**src/rtl/mul_booth_pipe.sv**
```systemverilog
// rtl/mul_booth_pipe.sv - pipelined radix-4 Booth / carry-save tree multiplier
//
// Purpose: full 2*WIDTH-bit product of two WIDTH-bit operands, each operand
// independently signed or unsigned. A valid/ready handshake runs on both
// sides, and a sideband tag travels with each operation.
//   S1: Booth row generation (registered)
//   S2: carry-save full-adder tree, N+1 rows down to 2 (registered only when
//       MUL_MID_REG_EN is defined)
//   S3: carry-propagate add into the output register
// Build option MUL_MID_REG_EN: defined -> latency/capacity 3, undefined -> 2.
//
// Ports:
//   clk, rst_n         clock, synchronous active-low reset (zeroes all state)
//   flush              drops every in-flight operation at the edge
//   in_valid/in_ready  operation handshake; in_a, in_b, in_*_signed, in_tag
//   out_valid/out_ready result handshake; out_prod, out_tag
module mul_booth_pipe #(
  parameter int WIDTH = 32,
  parameter int TAG_W = 5
) (
  input  logic               clk,
  input  logic               rst_n,
  input  logic               flush,
  input  logic               in_valid,
  output logic               in_ready,
  input  logic [WIDTH-1:0]   in_a,
  input  logic [WIDTH-1:0]   in_b,
  input  logic               in_a_signed,
  input  logic               in_b_signed,
  input  logic [TAG_W-1:0]   in_tag,
  output logic               out_valid,
  input  logic               out_ready,
  output logic [2*WIDTH-1:0] out_prod,
  output logic [TAG_W-1:0]   out_tag
);
  localparam int P  = 2 * WIDTH;
  localparam int N  = (WIDTH + 2) / 2;
  localparam int R0 = N + 1;  // Booth rows plus the constant correction row

  typedef logic [P-1:0] row_t;

  // Rows remaining after l levels of 3:2 compression.
  function automatic int rows_at(input int l);
    int r = R0;
    for (int k = 0; k < l; k++) if (r > 2) r = 2 * (r / 3) + r % 3;
    return r;
  endfunction

  function automatic int num_lvls();
    int r = R0;
    int c = 0;
    while (r > 2) begin
      r = 2 * (r / 3) + r % 3;
      c++;
    end
    return c;
  endfunction

  // Start index of level l inside the flattened tree array.
  function automatic int lvl_off(input int l);
    int o = 0;
    for (int k = 0; k < l; k++) o += rows_at(k);
    return o;
  endfunction

  // Each row carries an inverted sign bit instead of a sign extension; this
  // adds +2^(WIDTH+2) per row, which the constant row takes back out.
  function automatic row_t k_row();
    row_t k = '0;
    for (int i = 0; i < N; i++) k = k - (row_t'(1) << (WIDTH + 2 + 2 * i));
    return k;
  endfunction

  function automatic row_t booth_row(input logic [WIDTH+1:0] a_x,
                                     input logic [2:0] sel, input int sh);
    logic [WIDTH+2:0] a1, a2, pp;
    a1 = {a_x[WIDTH+1], a_x};
    a2 = {a_x, 1'b0};
    case (sel)
      3'b001, 3'b010: pp = a1;
      3'b011:         pp = a2;
      3'b100:         pp = -a2;
      3'b101, 3'b110: pp = -a1;
      default:        pp = '0;
    endcase
    return row_t'({~pp[WIDTH+2], pp[WIDTH+1:0]}) << sh;
  endfunction

  localparam int   LV    = num_lvls();
  localparam int   TOT   = lvl_off(LV + 1);
  localparam int   OF    = lvl_off(LV);
  localparam row_t K_ROW = k_row();

  // ---------------- handshake ----------------
  logic s1_valid, s1_adv, s3_adv, in_fire;
  assign s3_adv = ~out_valid | out_ready;
`ifdef MUL_MID_REG_EN
  logic s2_valid, s2_adv;
  assign s2_adv = ~s2_valid | s3_adv;
  assign s1_adv = ~s1_valid | s2_adv;
`else
  assign s1_adv = ~s1_valid | s3_adv;
`endif
  assign in_ready = rst_n & ~flush & s1_adv;
  assign in_fire  = in_valid & in_ready;

  // ---------------- S1: Booth rows ----------------
  logic [WIDTH+1:0] a_ext, b_ext;
  logic [WIDTH+2:0] b_z;  // multiplier with the implicit b[-1]=0 below bit 0
  row_t             booth_rows [N];
  row_t             s1_rows    [N];
  logic [TAG_W-1:0] s1_tag;

  assign a_ext = {{2{in_a_signed & in_a[WIDTH-1]}}, in_a};
  assign b_ext = {{2{in_b_signed & in_b[WIDTH-1]}}, in_b};
  assign b_z   = {b_ext, 1'b0};

  for (genvar i = 0; i < N; i++) begin : g_booth
    assign booth_rows[i] = booth_row(a_ext, b_z[2*i+2:2*i], 2 * i);
  end

  always_ff @(posedge clk) begin
    if (!rst_n) begin
      s1_valid <= 1'b0;
      s1_tag   <= '0;
      for (int i = 0; i < N; i++) s1_rows[i] <= '0;
    end else begin
      if (flush)       s1_valid <= 1'b0;
      else if (s1_adv) s1_valid <= in_valid;
      if (in_fire) begin
        s1_tag <= in_tag;
        for (int i = 0; i < N; i++) s1_rows[i] <= booth_rows[i];
      end
    end
  end

  // ---------------- S2: carry-save tree ----------------
  row_t tree [TOT];

  for (genvar i = 0; i < N; i++) begin : g_lvl0
    assign tree[i] = s1_rows[i];
  end
  assign tree[N] = K_ROW;

  for (genvar l = 0; l < LV; l++) begin : g_lvl
    localparam int RI = rows_at(l);
    localparam int GI = RI / 3;
    localparam int OI = lvl_off(l);
    localparam int OO = lvl_off(l + 1);
    for (genvar g = 0; g < GI; g++) begin : g_csa
      row_t x, y, z;
      assign x = tree[OI+3*g];
      assign y = tree[OI+3*g+1];
      assign z = tree[OI+3*g+2];
      assign tree[OO+2*g]   = x ^ y ^ z;
      assign tree[OO+2*g+1] = {(x[P-2:0] & y[P-2:0]) | (x[P-2:0] & z[P-2:0]) |
                               (y[P-2:0] & z[P-2:0]), 1'b0};
    end
    for (genvar r = 0; r < RI % 3; r++) begin : g_pass
      assign tree[OO+2*GI+r] = tree[OI+3*GI+r];
    end
  end

  logic [P-1:0]     fin_sum, fin_carry;
  logic             fin_valid;
  logic [TAG_W-1:0] fin_tag;

`ifdef MUL_MID_REG_EN
  logic [P-1:0]     s2_sum, s2_carry;
  logic [TAG_W-1:0] s2_tag;

  always_ff @(posedge clk) begin
    if (!rst_n) begin
      s2_valid <= 1'b0;
      s2_sum   <= '0;
      s2_carry <= '0;
      s2_tag   <= '0;
    end else begin
      if (flush)       s2_valid <= 1'b0;
      else if (s2_adv) s2_valid <= s1_valid;
      if (s2_adv && s1_valid && !flush) begin
        s2_sum   <= tree[OF];
        s2_carry <= tree[OF+1];
        s2_tag   <= s1_tag;
      end
    end
  end

  assign fin_sum   = s2_sum;
  assign fin_carry = s2_carry;
  assign fin_valid = s2_valid;
  assign fin_tag   = s2_tag;
`else
  assign fin_sum   = tree[OF];
  assign fin_carry = tree[OF+1];
  assign fin_valid = s1_valid;
  assign fin_tag   = s1_tag;
`endif

  // ---------------- S3: final add ----------------
  always_ff @(posedge clk) begin
    if (!rst_n) begin
      out_valid <= 1'b0;
      out_prod  <= '0;
      out_tag   <= '0;
    end else begin
      if (flush)       out_valid <= 1'b0;
      else if (s3_adv) out_valid <= fin_valid;
      if (s3_adv && fin_valid && !flush) begin
        out_prod <= fin_sum + fin_carry;
        out_tag  <= fin_tag;
      end
    end
  end
endmodule

```
**config.mk**
```make
export PLATFORM = sky130hd
export DESIGN_NAME = mul_booth_pipe
export DESIGN_NICKNAME = d
export VERILOG_FILES = /design/src/rtl/mul_booth_pipe.sv
export SDC_FILE = /design/constraint.sdc
export NUM_CORES = 2
export LEC_CHECK = 0
export CORE_MARGIN = 10
export CORE_UTILIZATION = 35
export DETAILED_ROUTE_END_ITERATION = 6
export PLACE_DENSITY = 0.55
export SYNTH_ARGS = -nofsm -noshare
export SYNTH_HDL_FRONTEND = slang
export SYNTH_SLANG_ARGS = --single-unit
```
**constraint.sdc**
```tcl
create_clock -name clk -period 21.1 [get_ports clk]
set_input_delay 2.11 -clock clk [delete_from_list [all_inputs] [get_ports clk]]
set_output_delay 2.11 -clock clk [all_outputs]
set_load 0.01 [all_outputs]
```
# Word level (Yosys, flattened, before mapping)

Memory sizes are Yosys's and may differ from the RTL's.
Index checks and enable logic that the tools add are counted.

Flip-flop bits (word level): 76
Input bits: 76
Bits in read-only memories: 0
Output and inout bits: 71
Memories: 1
Bits in latches: 0
RAM bits: 1088

Multiply operators: 0
Bitwise gates (word level): 153
$lt $le $gt $ge: 0
Equal/unequal tests: 99
Add/subtract/negate cells: 3
Multiplexer cells: 38
Reductions and logical operators: 36
Shifts and indexed selects: 0
Div/mod/pow operators: 0

Memory list:

| name    | depth | width | rd ports | clocked after Yosys merged registers in | write ports | RTL line | RTL |
|---|---|---|---|---|---|---|---|
| s1_rows | 17    | 64    | 17       | 0                                       | 17          | 111      | `row_t s1_rows [N];` |

Operators by type and width:

| kind                 | number |
|---|---|
| $and A63 B63 Y63     | 46 |
| $xor A64 B64 Y64     | 31 |
| $pmux W35 S4         | 14 |
| $or A63 B63 Y63      | 30 |
| $mux W64             | 17 |
| $eq A3 B3 Y1 const B | 48 |
| $pmux W34 S4         | 1 |
| $pmux W32 S4         | 1 |
| $or A63 B62 Y63      | 2 |
| $pmux W35 S3         | 1 |
| $eq A3 B2 Y1 const B | 32 |
| $neg A35 Y35         | 2 |
| $reduce_or A2 Y1     | 33 |
| $add A64 B64 Y64     | 1 |
| $eq A3 B1 Y1 const B | 16 |
| $not A1 Y1           | 19 |
| $or A1 B1 Y1         | 19 |
| $not A16 Y16         | 1 |
| $and A1 B1 Y1        | 5 |
| $eq A2 B2 Y1 const B | 2 |
| $mux W1              | 4 |
| $eq A2 B1 Y1 const B | 1 |
| $logic_and A1 B1 Y1  | 2 |
| $logic_not A1 Y1     | 1 |

# Logic depth before layout (Yosys ltp)

An unclocked memory read counts as a cell.

Depth after elaboration: 20
Mapped depth: 23

# Least setup slack after synthesis

Ideal clock, no wire load.

Path type: input port to flip-flop
Start point: in out_ready
End point: mem s1_rows[0][0] in the netlist's numbering (enable)
Path buffers: 2
Required time: 16.938 ns
Arrival: 12.800 ns
Stages: 6
Slack: 4.138 ns
Path through: nor2b_1 > a21oi_1 > nand2_1 > clkbuf_1 > buf_1 > nand2_1

RTL lines:

| element            | RTL line | RTL |
|---|---|---|
| start: declaration | 32       | `input logic out_ready,` |
| end: declaration   | 111      |  |

==> metrics.md <==
| Metric | Value |
|---|---|
| Syn Area/Cell | `8.88 um2` |
| Initial antenna violation count | `27` |
| Die area | `0.185 mm2` |
| DP Wirelength | `198 mm` |
| Antenna-violating nets left | `0` |
| Sequential element share of the synthesized area | `32.7%` |
| XOR/XNOR Fraction of Synth Area | `5.15%` |
| Unrepaired setup endpoints after global routing | `false` |
| Clock buffer depth | `3` |
| Post-Synth Adder-Cell Area | `20.5%` |
| Slew Limit Headroom | `1.40%` |
| TNS Setup | `0 ns` |
| Vias in the first global route | `50900` |
| Largest net degree at the start of global routing | `182` |
| CTS Buf Count | `86` |
| DR DRC count | `152` |
| Nets | `7187` |
| Endpoints failing setup | `0` |
| Fin. Hold Viols | `0` |
| Post-synthesis mux area share | `0.886%` |
| Setup CP Type | `primary input to flip-flop` |
| Skew final | `0.0555 ns` |
| Post_cts resized | `0` |
| Worst Path Required | `21.69 ns` |
| Highest Clock Rate | `122 MHz` |
| Routed len/inst | `32.5 um` |
| Critical Path AT | `8.77 ns` |
| Predominant post-synthesis flop cell | `edfxtp_1` |
| Worst hold path type | `flip-flop to flip-flop` |
| First-pass GRT wire length | `394 mm` |
| H-tree depth | `3` |
| Cell Area, Synth | `0.0589 mm2` |
| Post-route clock period utilization | `38.8%` |
| Area of the multi-input gates | `0.0350 mm2` |
| Initial Utilization | `35.2%` |
| First-pass DRT Iterations | `7` |
| Area leader, netlist | `edfxtp_1` |
| CTS tree | `done` |
| Least-Margin Pin Slew | `1.47 ns` |
| Root Buffer | `clkbuf_16` |
| Failing checks | `design-rule violations` |
| Hold buffer count at cts | `0` |
| Crit-path max FO | `19` |
| Layout cell share with drive strength beyond 1 | `8.03%` |
| Max-Cap Viols | `0` |
| CP Launch Type | `primary input` |
| Port bufs | `146` |
| DR iter-0 viols | `10500` |
| Clock latency on the worst-skew pair | `0.76 ns` |
| Largest family of logic cells by synthesized area | `adder cells` |
| Chip Width | `430 um` |
| # fillers | `16700` |
| Tot GR Track Use | `29.4%` |
| Via count | `54300` |
| Top Ports | `147` |
| Yosys warns | `0` |
| Asr flop ratio synth | `0%` |
| Routability cong. | `1.01` |
| Seq cells post-synth | `667` |
| Core area | `0.167 mm2` |
| DR vias/cell | `6.24` |
| Post-Synthesis Cells | `6632` |
| Synth area leaders | `edfxtp_1 30%, fa_1 16%, nor2_1 4.8%, inv_1 4.6%, ha_1 4.6%` |
| Row count | `150` |
| Clock-pin slew on the worst setup and hold paths | `0.07 ns` |
| Clock sinks | `667` |
| Total global routing overflow | `0` |
| Final Max Slew Viols | `0` |
| Post-synthesis simple-gate area fraction | `12.5%` |
| Die height | `430 um` |
| Minimum clock period | `8.18 ns` |
| R2R depth | `18` |
| Post-synth EDFFs | `591` |
| Synthesized net count | `7390` |
| Post-synth top area share | `30.1%` |
| R2r setup slk | `13.48 ns` |
| FF/Latch Area | `0.0193 mm2` |
| Layout area overhead | `11.1%` |
| Final wirelength | `283 mm` |
| Status | `complete, but fails checks` |
| Compound-Gate Fraction of Synth Area | `19.3%` |
| Element type at the critical path end | `flip-flop` |
| Postcts setup bufs | `0` |
| Cell variety after synth | `77` |
| Hold path cells | `2` |
==> final timing paths <==
| path | endpoint | from |
|---|---|---|
| worst max-delay path | s1_rows[0][290] | in_a[1] |
| worst min-delay path | out_prod[50] | out_prod[50] |
| worst max register to register | out_prod[57] | s1_rows[0][417] |
| worst min register to register | out_prod[50] | out_prod[50] |
==> critical path, cell delays in order <==
cell and delay (ns):
clkdlybuf4s50_1 0.41, buf_4 0.25, inv_1 0.71, ha_1 0.92, or3b_2 0.82, or4_4 0.75, or4_1 0.58, buf_4 0.25
xor2_2 0.81, buf_4 0.44, a21oi_1 0.12, nor2_1 0.12, a21oi_1 0.06, a211oi_1 0.28
==> metal layers <==
metal  global-route usage, %  up-vias  part of all wire [%]
met2                    41.6     4747                    40
met4                    16.6       38                   7.3
met3                    12.5     1105                    16
met1                    37.2    26100                    36
li1                        -    22400                     -
met5                       0        -                  0.11
==> cell usage in the layout (no fill, tap or decap), drive strengths merged, types with 19 or more instances in the layout <==
cell type      netlist  routed
a211oi             142     142
a21boi              26      26
a21o                21      21
a21oi              530     530
a221oi             195     195
a222oi             110     110
a22oi              125     125
a31oi               35      35
and2                88      88
buf                 95     260
clkbuf             555     111
clkdlybuf4s50        0      99
clkinv               0      26
dfxtp               76      76
edfxtp             591     591
fa                 467     467
ha                 215     215
inv                729     734
mux2                33      33
nand2              628     628
nand2b              24      24
nand3               22      22
nand4               19      19
nor2               746     746
nor2b               33      33
nor3               101     101
o21ai              444     444
o22ai               41      41
xnor2              249     249
xor2                97      97
==> per-stage QoR <==
step	setup WS (ns)	util [%]	instance area, um2	std cells	hold slack (ns)
3_5_place_dp	12.43	37.4	62600	8545	0.444
5_1_grt	12.97	39.1	65400	8704	0.482
2_1_floorplan	4.14	-	58900	6632	0.441
3_3_place_gp	12.56	37.4	62600	8545	0.439
4_1_cts	13.18	39.1	65400	8702	0.459
6_report	12.92	39.1	65400	8709	0.454
==> cells by family after synthesis <==
logic type,Yosys count
AOI/OAI and AO/OA,1768
xor gates and xnor gates,346
DFF,667
buffers and inverters,1379
muxes,48
and+or+nand+nor,1740
adders and majority gates,684
==> layout make-up <==
class | count | share of cell area (%)
multi-input combinational | 4586 | 53.5
sequential | 667 | 29.5
timing repair buffer | 359 | 4.36
tap | 2204 | 4.22
inverter | 729 | 4.18
clock buffer | 111 | 3.60
clock inverter | 46 | 0.647
antenna | 7 | 0.0268
==> synthesized netlist by cell type, types with 80 or more instances <==
| library cell | n |
|---|---|
| a211oi_1 | 142 |
| fa_1 | 467 |
| xnor2_1 | 249 |
| nor2_1 | 746 |
| edfxtp_1 | 591 |
| ha_1 | 215 |
| nor3_1 | 98 |
| a222oi_1 | 110 |
| nand2_1 | 627 |
| buf_1 | 80 |
| and2_1 | 82 |
| o21ai_0 | 439 |
| a21oi_1 | 530 |
| inv_1 | 729 |
| xor2_1 | 97 |
| a221oi_1 | 195 |
| clkbuf_1 | 555 |
| a22oi_1 | 125 |
==> flip-flops by register name, summed over array words and instances (netlist names) <==
register   count
out_tag        5
out_prod      64
fin_tag        5
out_valid      1
fin_valid      1
s1_rows      591
Power is left out: the tool's default activity adds up to more than one toggle a clock period on the data nets, which glitch-free logic cannot reach.
